==> config.mk <==
export PLATFORM = sky130hd
export DESIGN_NAME = pwm_capture_flat
export DESIGN_NICKNAME = d
export VERILOG_FILES = /design/src/rtl/pwm_capture_if.sv /design/src/rtl/pwm_capture.sv /design/src/flat_wrapper.sv
export SDC_FILE = /design/constraint.sdc
export NUM_CORES = 1
export LEC_CHECK = 0
export CAP_MARGIN = 30
export CORE_AREA = 2 2 96 98
export DETAILED_ROUTE_END_ITERATION = 10
export DIE_AREA = 0 0 98 100
export GPL_ROUTABILITY_DRIVEN = 0
export GPL_TIMING_DRIVEN = 0
export PLACE_DENSITY = 0.7
export SLEW_MARGIN = 20
export SYNTH_ARGS = -nofsm -noshare
export SYNTH_HDL_FRONTEND = slang
export SYNTH_SLANG_ARGS = --single-unit
==> constraint.sdc <==
create_clock -name clk -period 6 [get_ports clk]
set_clock_uncertainty 0.2 [all_clocks]
set_input_delay 1.8 -clock clk [delete_from_list [all_inputs] [get_ports clk]]
set_output_delay 1.8 -clock clk [all_outputs]
set_load 0.05 [all_outputs]
==> src/rtl/pwm_capture_if.sv <==
// Capture-side signal bundle for pwm_capture: control/pulse inputs and measurement outputs.
// master drives the pulse and enable; slave (the capture block) returns the measurements.
interface pwm_capture_if;
    logic        en;
    logic        pwm_in;
    logic [15:0] data;
    logic        valid;
    logic [20:0] period;
    logic        range_err;
    logic        lost;

    modport master (
        output en, pwm_in,
        input  data, valid, period, range_err, lost
    );

    modport slave (
        input  en, pwm_in,
        output data, valid, period, range_err, lost
    );
endinterface

==> src/rtl/pwm_capture.sv <==
// Servo-style PWM pulse-width and period capture with range check and signal-loss detection.
// Widths are measured on a synchronized copy of pwm_in; results strobe out on valid.
module pwm_capture #(
    parameter int MIN_PULSE = 50000,
    parameter int MAX_PULSE = 100000,
    parameter int TIMEOUT   = 1500000
) (
    input  logic         clk,
    input  logic         rst,
    pwm_capture_if.slave bus
);
    typedef enum logic [1:0] {ARM, WAIT_RISE, HIGH} state_t;

    localparam logic [16:0] MIN_C     = 17'(MIN_PULSE);
    localparam logic [16:0] MAX_C     = 17'(MAX_PULSE);
    localparam logic [20:0] TIMEOUT_C = 21'(TIMEOUT);

    state_t      r_state;
    state_t      w_state_next;
    logic        r_s1;
    logic        r_s2;
    logic        r_s2_d;
    logic [1:0]  r_sync_fill;
    logic [16:0] r_high_cnt;
    logic [20:0] r_gap_cnt;
    logic        r_seen;
    logic [15:0] r_data;
    logic        r_valid;
    logic [20:0] r_period;
    logic        r_range_err;
    logic        r_lost;

    logic        w_rise;
    logic        w_fall;
    logic        w_timeout;
    logic        w_start;
    logic        w_capture;
    logic        w_lost_set;
    logic [16:0] w_clip;
    logic [15:0] w_data;
    logic        w_out_of_range;

    assign w_rise    = r_s2 & ~r_s2_d;
    assign w_fall    = ~r_s2 & r_s2_d;
    assign w_timeout = (r_gap_cnt == TIMEOUT_C);

    // ARM only trusts s2 once the synchronizer has refilled after reset,
    // so a pulse already in flight at reset is never taken for a fresh one.
    always_comb begin
        w_state_next = r_state;
        w_start      = 1'b0;
        w_capture    = 1'b0;
        w_lost_set   = 1'b0;
        if (!bus.en) begin
            w_state_next = ARM;
        end else begin
            case (r_state)
                ARM: begin
                    if (r_sync_fill[1] && !r_s2) w_state_next = WAIT_RISE;
                end
                WAIT_RISE: begin
                    if (w_timeout) begin
                        w_state_next = ARM;
                        w_lost_set   = 1'b1;
                    end else if (w_rise) begin
                        w_state_next = HIGH;
                        w_start      = 1'b1;
                    end
                end
                HIGH: begin
                    if (w_timeout) begin
                        w_state_next = ARM;
                        w_lost_set   = 1'b1;
                    end else if (w_fall) begin
                        w_state_next = WAIT_RISE;
                        w_capture    = 1'b1;
                    end
                end
                default: w_state_next = ARM;
            endcase
        end
    end

    always_comb begin
        w_out_of_range = (r_high_cnt < MIN_C) || (r_high_cnt > MAX_C);
        if (r_high_cnt < MIN_C)      w_clip = MIN_C;
        else if (r_high_cnt > MAX_C) w_clip = MAX_C;
        else                         w_clip = r_high_cnt;
        w_data = 16'(w_clip - MIN_C);
    end

    always_ff @(posedge clk) begin
        if (rst) begin
            r_state     <= ARM;
            r_s1        <= 1'b0;
            r_s2        <= 1'b0;
            r_s2_d      <= 1'b0;
            r_sync_fill <= '0;
            r_high_cnt  <= '0;
            r_gap_cnt   <= '0;
            r_seen      <= 1'b0;
            r_data      <= '0;
            r_valid     <= 1'b0;
            r_period    <= '0;
            r_range_err <= 1'b0;
            r_lost      <= 1'b0;
        end else begin
            r_s1        <= bus.pwm_in;
            r_s2        <= r_s1;
            r_s2_d      <= r_s2;
            r_sync_fill <= {r_sync_fill[0], 1'b1};
            r_state     <= w_state_next;
            r_valid     <= w_capture;

            if (!bus.en) begin
                r_high_cnt <= '0;
                r_gap_cnt  <= '0;
                r_seen     <= 1'b0;
            end else begin
                if (w_rise)                r_gap_cnt <= '0;
                else if (r_gap_cnt != '1)  r_gap_cnt <= r_gap_cnt + 21'd1;

                if (w_start)
                    r_high_cnt <= 17'd1;
                else if (r_state == HIGH && r_s2 && r_high_cnt != '1)
                    r_high_cnt <= r_high_cnt + 17'd1;

                // The first rise after ARM has no valid predecessor, so period holds.
                if (w_start) begin
                    r_seen <= 1'b1;
                    if (r_seen)
                        r_period <= (r_gap_cnt == '1) ? r_gap_cnt : r_gap_cnt + 21'd1;
                end else if (r_state == ARM) begin
                    r_seen <= 1'b0;
                end

                if (w_capture) begin
                    r_data      <= w_data;
                    r_range_err <= w_out_of_range;
                    r_lost      <= 1'b0;
                end else if (w_lost_set) begin
                    r_lost <= 1'b1;
                end
            end
        end
    end

    assign bus.data      = r_data;
    assign bus.valid     = r_valid;
    assign bus.period    = r_period;
    assign bus.range_err = r_range_err;
    assign bus.lost      = r_lost;
endmodule

==> src/flat_wrapper.sv <==
// flat-port wrapper written by rule: the top's interface ports become plain ports
module pwm_capture_flat 
#(
    parameter int MIN_PULSE = 50000,
    parameter int MAX_PULSE = 100000,
    parameter int TIMEOUT   = 1500000
)
  (clk, rst, bus_en, bus_pwm_in, bus_data, bus_valid, bus_period, bus_range_err, bus_lost);
  pwm_capture_if bus_i ();
  input  logic clk;
  input  logic rst;
  input wire logic [$bits(bus_i.en)-1:0] bus_en;
  input wire logic [$bits(bus_i.pwm_in)-1:0] bus_pwm_in;
  output wire logic [$bits(bus_i.data)-1:0] bus_data;
  output wire logic [$bits(bus_i.valid)-1:0] bus_valid;
  output wire logic [$bits(bus_i.period)-1:0] bus_period;
  output wire logic [$bits(bus_i.range_err)-1:0] bus_range_err;
  output wire logic [$bits(bus_i.lost)-1:0] bus_lost;
  assign bus_i.en = bus_en;
  assign bus_i.pwm_in = bus_pwm_in;
  assign bus_data = bus_i.data;
  assign bus_valid = bus_i.valid;
  assign bus_period = bus_i.period;
  assign bus_range_err = bus_i.range_err;
  assign bus_lost = bus_i.lost;
  pwm_capture #(.MIN_PULSE(MIN_PULSE), .MAX_PULSE(MAX_PULSE), .TIMEOUT(TIMEOUT)) u_core (.clk(clk), .rst(rst), .bus(bus_i));
endmodule
# Word-level counts from Yosys, hierarchy flattened
# Cells that the tools add are included.
[word_totals]
register_bits = 86
latch_bits = 0
ramBits = 0
mem_bits_ro = 0
inputBits = 4
out_inout_bits = 40
wordCells = 78
memories = 0
[classes]
addsub = 3
n_mul = 0
div = 0
order_cmp = 2
eq_ne = 9
shift = 0
muxes = 27
bitwise_logic = 5
reduce_logical = 17
[op_table]
columns = ["op", "n"]
rows = [
  ["$eq 21x21->1 const B", 2],
  ["$mux 16", 2],
  ["$add 21x1->21 const B", 1],
  ["$mux 21", 1],
  ["$ne 21x21->1 const B", 1],
  ["$mux 1", 18],
  ["$add 17x1->17 const B", 1],
  ["$gt 17x17->1 const B", 1],
  ["$lt 17x16->1 const B", 1],
  ["$ne 17x17->1 const B", 1],
  ["$sub 16x16->16 const B", 1],
  ["$mux 2", 5],
  ["$ne 3x1->1 const B", 2],
  ["$pmux 2 s3", 1],
  ["$reduce_and 3->1", 2],
  ["$reduce_bool 2->1", 3],
  ["$reduce_or 3->1", 2],
  ["$reduce_and 2->1", 2],
  ["$reduce_or 2->1", 2],
  ["$logic_and 1x1->1", 3],
  ["$not 1->1", 3],
  ["$and 1x1->1", 2],
  ["$eq 2x1->1 const B", 1],
  ["$eq 2x2->1 const B", 1],
  ["4 further kinds", 4],
]

# Depth between registers and ports, before layout
# Gate-level depths: netlist of run 1.
[logic_depth]
depth_word = 8
ltp_mapped = 13
depth_no_buf = 12

# Least setup slack after synthesis of run 1
# Ideal clock, no wire load.
[synth_timing]
path_kind = "input to register"
startpoint = "in bus_en"
endpoint = "reg u_core.r_period[10] (netlist: u_core.bus.period[10])"
setup_ns = 0.081
arrival_ns = 2.687
t_required_ns = 5.719
setup_slack_ns = 3.031
cell_stages = 5
path_buffers = 1
path_cell_list = "o2111ai_2 > nor2_2 > buf_4 > nor2_1 > a211oi_2"
[synth_between]
elab_chain_cells = 2
[synth_rtl]
columns = ["element", "line", "source"]
rows = [
  ["start: declaration", "flat_wrapper.sv:12", "input wire logic [$bits(bus_i.en)-1:0] bus_en;"],
  ["$mux 1", "pwm_capture.sv:54", "if (!bus.en) begin"],
  ["$reduce_and 3->1 (no line) (*)", "-", ""],
  ["end signal: assignment", "pwm_capture.sv:132", "r_period <= (r_gap_cnt == '1) ? r_gap_cnt : r_gap_cnt + 21'd1;"],
  ["end: declaration", "pwm_capture.sv:29", "logic [20:0] r_period;"],
]
# Mark *: on every way between the ends. The rest lies on a longest branch, timed or not.
# A chain may end at the register's enable or synchronous reset.

# Final worst setup path of run 1
[layout_timing]
startpoint = "reg u_core.r_data[11] (netlist: u_core.bus.data[11])"
endpoint = "out bus_data[11]"
[layout_lines]
columns = ["element", "line", "source"]
rows = [
  ["start: declaration", "pwm_capture.sv:27", "logic [15:0] r_data;"],
  ["start signal: assignment", "pwm_capture.sv:138", "r_data <= w_data;"],
  ["end: declaration", "flat_wrapper.sv:14", "output wire logic [$bits(bus_i.data)-1:0] bus_data;"],
]
# No word-level cell between the ends.

==> metrics.cfg, run 1 <==
[status]
status=completed

[layout]
final_layout_size_suffix_gt1_frac=0.128
n_antenna_cell=0
synthToLayoutAreaGrowth_pct=17.7
nNetsFinal=540

[die]
initial_core_util=0.472
core_area_um2=8890
die_h_um=100
fp.dieArea_um2=9800
die_w_um=98
core.rowCount=35
io_pins=44

[setup_path]
cp_num_buf_inv=1
cp_max_fo=2
crit_chain=clkdlybuf4s50_1
worstPathRequired_ns=4.00
cpMaxStageDelayCell=clkdlybuf4s50_1
critical_path_class=flop to output pin
crit_path_end_kind=output pin
crit_path_start_kind=flop
cp_top_family=buffers and inverters
max_stage_delay_ns=0.82
worstPathArrival_ns=1.55
r2r_setup_slack_ns=2.88

[pwr]
intPower_w=0.000735
power_w=0.000980
p_seq_frac=0.587
p_leak_nw=1.71
comb_power_share=0.029
power_density_nw_per_um2=199
power_switching_w=0.000245
p_sw_frac=0.250
p_clk_frac=0.384
irDropWorstVdd_mv=0.122

[logic_synthesis]
synth-edff-count=0
synth_ff_type=dfxtp_1
synth_top_area_frac=0.410
ys_seq_area_frac=0.410
syn_avg_cell_area_um2=8.89
synth.area.top_cells=dfxtp_1, nor2_1, a211oi_2
yosys.area.top_type=dfxtp_1
syn_area_um2=4200
synth_commonest_cells=dfxtp_1, nor2_1, nand2_1
yosys.cell_types.count=61
synth-seq-cells=86
syn_nets=486
synthCells=472
yosys_warnings=0
async_flop_share=0
synth_most_common_cell=dfxtp_1

[global_route]
use_met3=0.0272
grt_max_degree=16
antenna_found_initial=0
gr-total-overflow=0
track_usage=0.198
use_met2=0.339
grt_pass1_wl_mm=15.8
grt_pass1_vias=3330
grt_use_met1=0.258
grt_busiest_layer=met2

[sta]
rsz0062_at_grt=false
slew_violations=0
setup_viol=0
relSlewSlack=0.516
finalSetupTns_ns=0
max_clock_freq_mhz=282
hold_viol=0
tightest_slew_ns=0.726
final.min_clock_period_ns=3.55
period_share=0.592

[clock_tree]
cts-resized-gates=0
cts_sinks=86
cts_buffers=9
postCtsHoldBufs=0
post-cts-setup-buffers=0
clockBufferDepth=2
path_clk_slew_ns=0.08
cts_tree=yes
clock_latency_ns=0.37
cts_root_buf=clkbuf_8
h-tree-depth=3

[drt]
drtIter0Drc=138
vias=3466
dr.pass1.iters=5
drc=0
routed_wl_mm=9.41
ant_nets=0
wl_per_cell_um=14.7
viasPerCell=5.40

[placement]
dp_hpwl_mm=6.99
numPortBuffers=43

[worst_hold_path]
min_path_type=flop to flop

[run]
max_cap_viol_count=0

metrics by stage:
stage,cells,util,hold WS (ns),worst slack (ns),cell area [um2]
after detailed placement,626,0.536,0.238,2.12,4770
final,642,0.556,0.247,2.45,4940
after global routing,642,0.556,0.272,2.38,4940
after CTS,642,0.556,0.257,2.44,4940
after global placement,626,0.536,0.220,2.17,4770
after floorplan,472,-,0.214,3.03,4200
final cells by class:
class	count	area (um2)
timing repair buffer	43	430
clock buffer	10	128
clock inverter	6	45.0
tap	111	139
buffer	23	148
fill	832	3950
multi-input combinational	346	2260
inverter	17	63.8
sequential	86	1720
layer usage:
| layer | share of wire | wire (um) | up-vias |
|---|---|---|---|
| met5 | 0 | 0 | - |
| met4 | 0.016 | 147 | 0 |
| met3 | 0.043 | 401 | 10 |
| met2 | 0.47 | 4440 | 80 |
| met1 | 0.47 | 4420 | 1634 |
| li1 | - | - | 1742 |
cells in the final DEF, fill, tap and decap left out, types with 9 or more instances in the layout:
cell type,count
a211oi_2,17
a21oi_1,25
clkbuf_8,9
clkdlybuf4s50_1,43
dfxtp_1,86
ha_1,10
inv_1,17
nand2_1,41
nand3_1,16
nor2_1,77
xnor2_1,19
xor2_1,19
power by group through the flow:
stage | Sequential [W] | Clock (W) | Combinational (W)
after floorplan | 0.000588 | 0 | 0.0000196
after global placement | 0.000588 | 0 | 0.0000286
after detailed placement | 0.000589 | 0 | 0.0000289
after CTS | 0.000575 | 0.000380 | 0.0000290
after global routing | 0.000576 | 0.000404 | 0.0000322
final | 0.000575 | 0.000377 | 0.0000287
worst reg2reg max path, stage by stage (launching register included):
cell      delay (ns)
dfxtp_1         0.37
inv_1           0.10
ha_1            0.16
nor4bb_1        0.27
a22oi_1         0.12
a21oi_1         0.52
a21oi_1         0.20
ha_1            0.28
a31oi_1         0.32
a31o_1          0.19
xnor2_1         0.10
a22o_1          0.20
path summary, 6_finish.rpt:
kind	start	endpoint	depth (start not counted)
hold reg to reg	u_core.r_sync_fill[0]	u_core.r_sync_fill[1]	1
setup / recovery	u_core.bus.data[11]	bus_data[11]	1
setup reg to reg	u_core.r_high_cnt[0]	u_core.bus.data[10]	11
hold / removal	u_core.r_sync_fill[0]	u_core.r_sync_fill[1]	1
logic make-up (layout without fill, tap and decap cells):
| logic type | count (synthesis) | after routing | synth area share |
|---|---|---|---|
| AOI/OAI and AO/OA | 89 | 89 | 0.163 |
| xor gates and xnor gates | 38 | 38 | 0.0793 |
| adders and majority gates | 10 | 10 | 0.0298 |
| buffers and inverters | 40 | 99 | 0.0504 |
| DFF | 86 | 86 | 0.410 |
| muxes | 4 | 4 | 0.00984 |
| and+or+nand+nor | 205 | 205 | 0.257 |
registers in the layout, summed over array words and instances (netlist names):
register / cells
u_core.r_high_cnt: 17
u_core.bus.period: 21
u_core.bus.valid: 1
u_core.bus.lost: 1
u_core.r_s1: 1
u_core.r_gap_cnt: 21
u_core.r_seen: 1
u_core.bus.range_err: 1
u_core.r_state: 2
u_core.r_sync_fill: 2
u_core.bus.data: 16
u_core.r_s2_d: 1
u_core.r_s2: 1
No activity file was read; power rests on OpenSTA's default activity.
==> run 2: changes to the inputs <==
clock period = 3.5 ns   (was 6 ns; I/O delays follow)
==> results of run 2 <==
The final DEF is identical to that of run 1. Status: completed.
Among the figures that moved: setup slack after placement 2.12 ns -> 0.373 ns; clock-pin slew on the worst setup and hold paths 0.08 ns -> 0.10 ns; setup slack after layout 2.45 ns -> 0.383 ns; start point of the critical path u_core.bus.data[11] -> u_core.r_high_cnt[0]; end point of the critical path bus_data[11] -> u_core.bus.data[10]; register-to-register setup slack 2.88 ns -> 0.38 ns; total power 0.000980 W -> 0.00168 W; worst IR drop on VDD 0.122 mV -> 0.208 mV
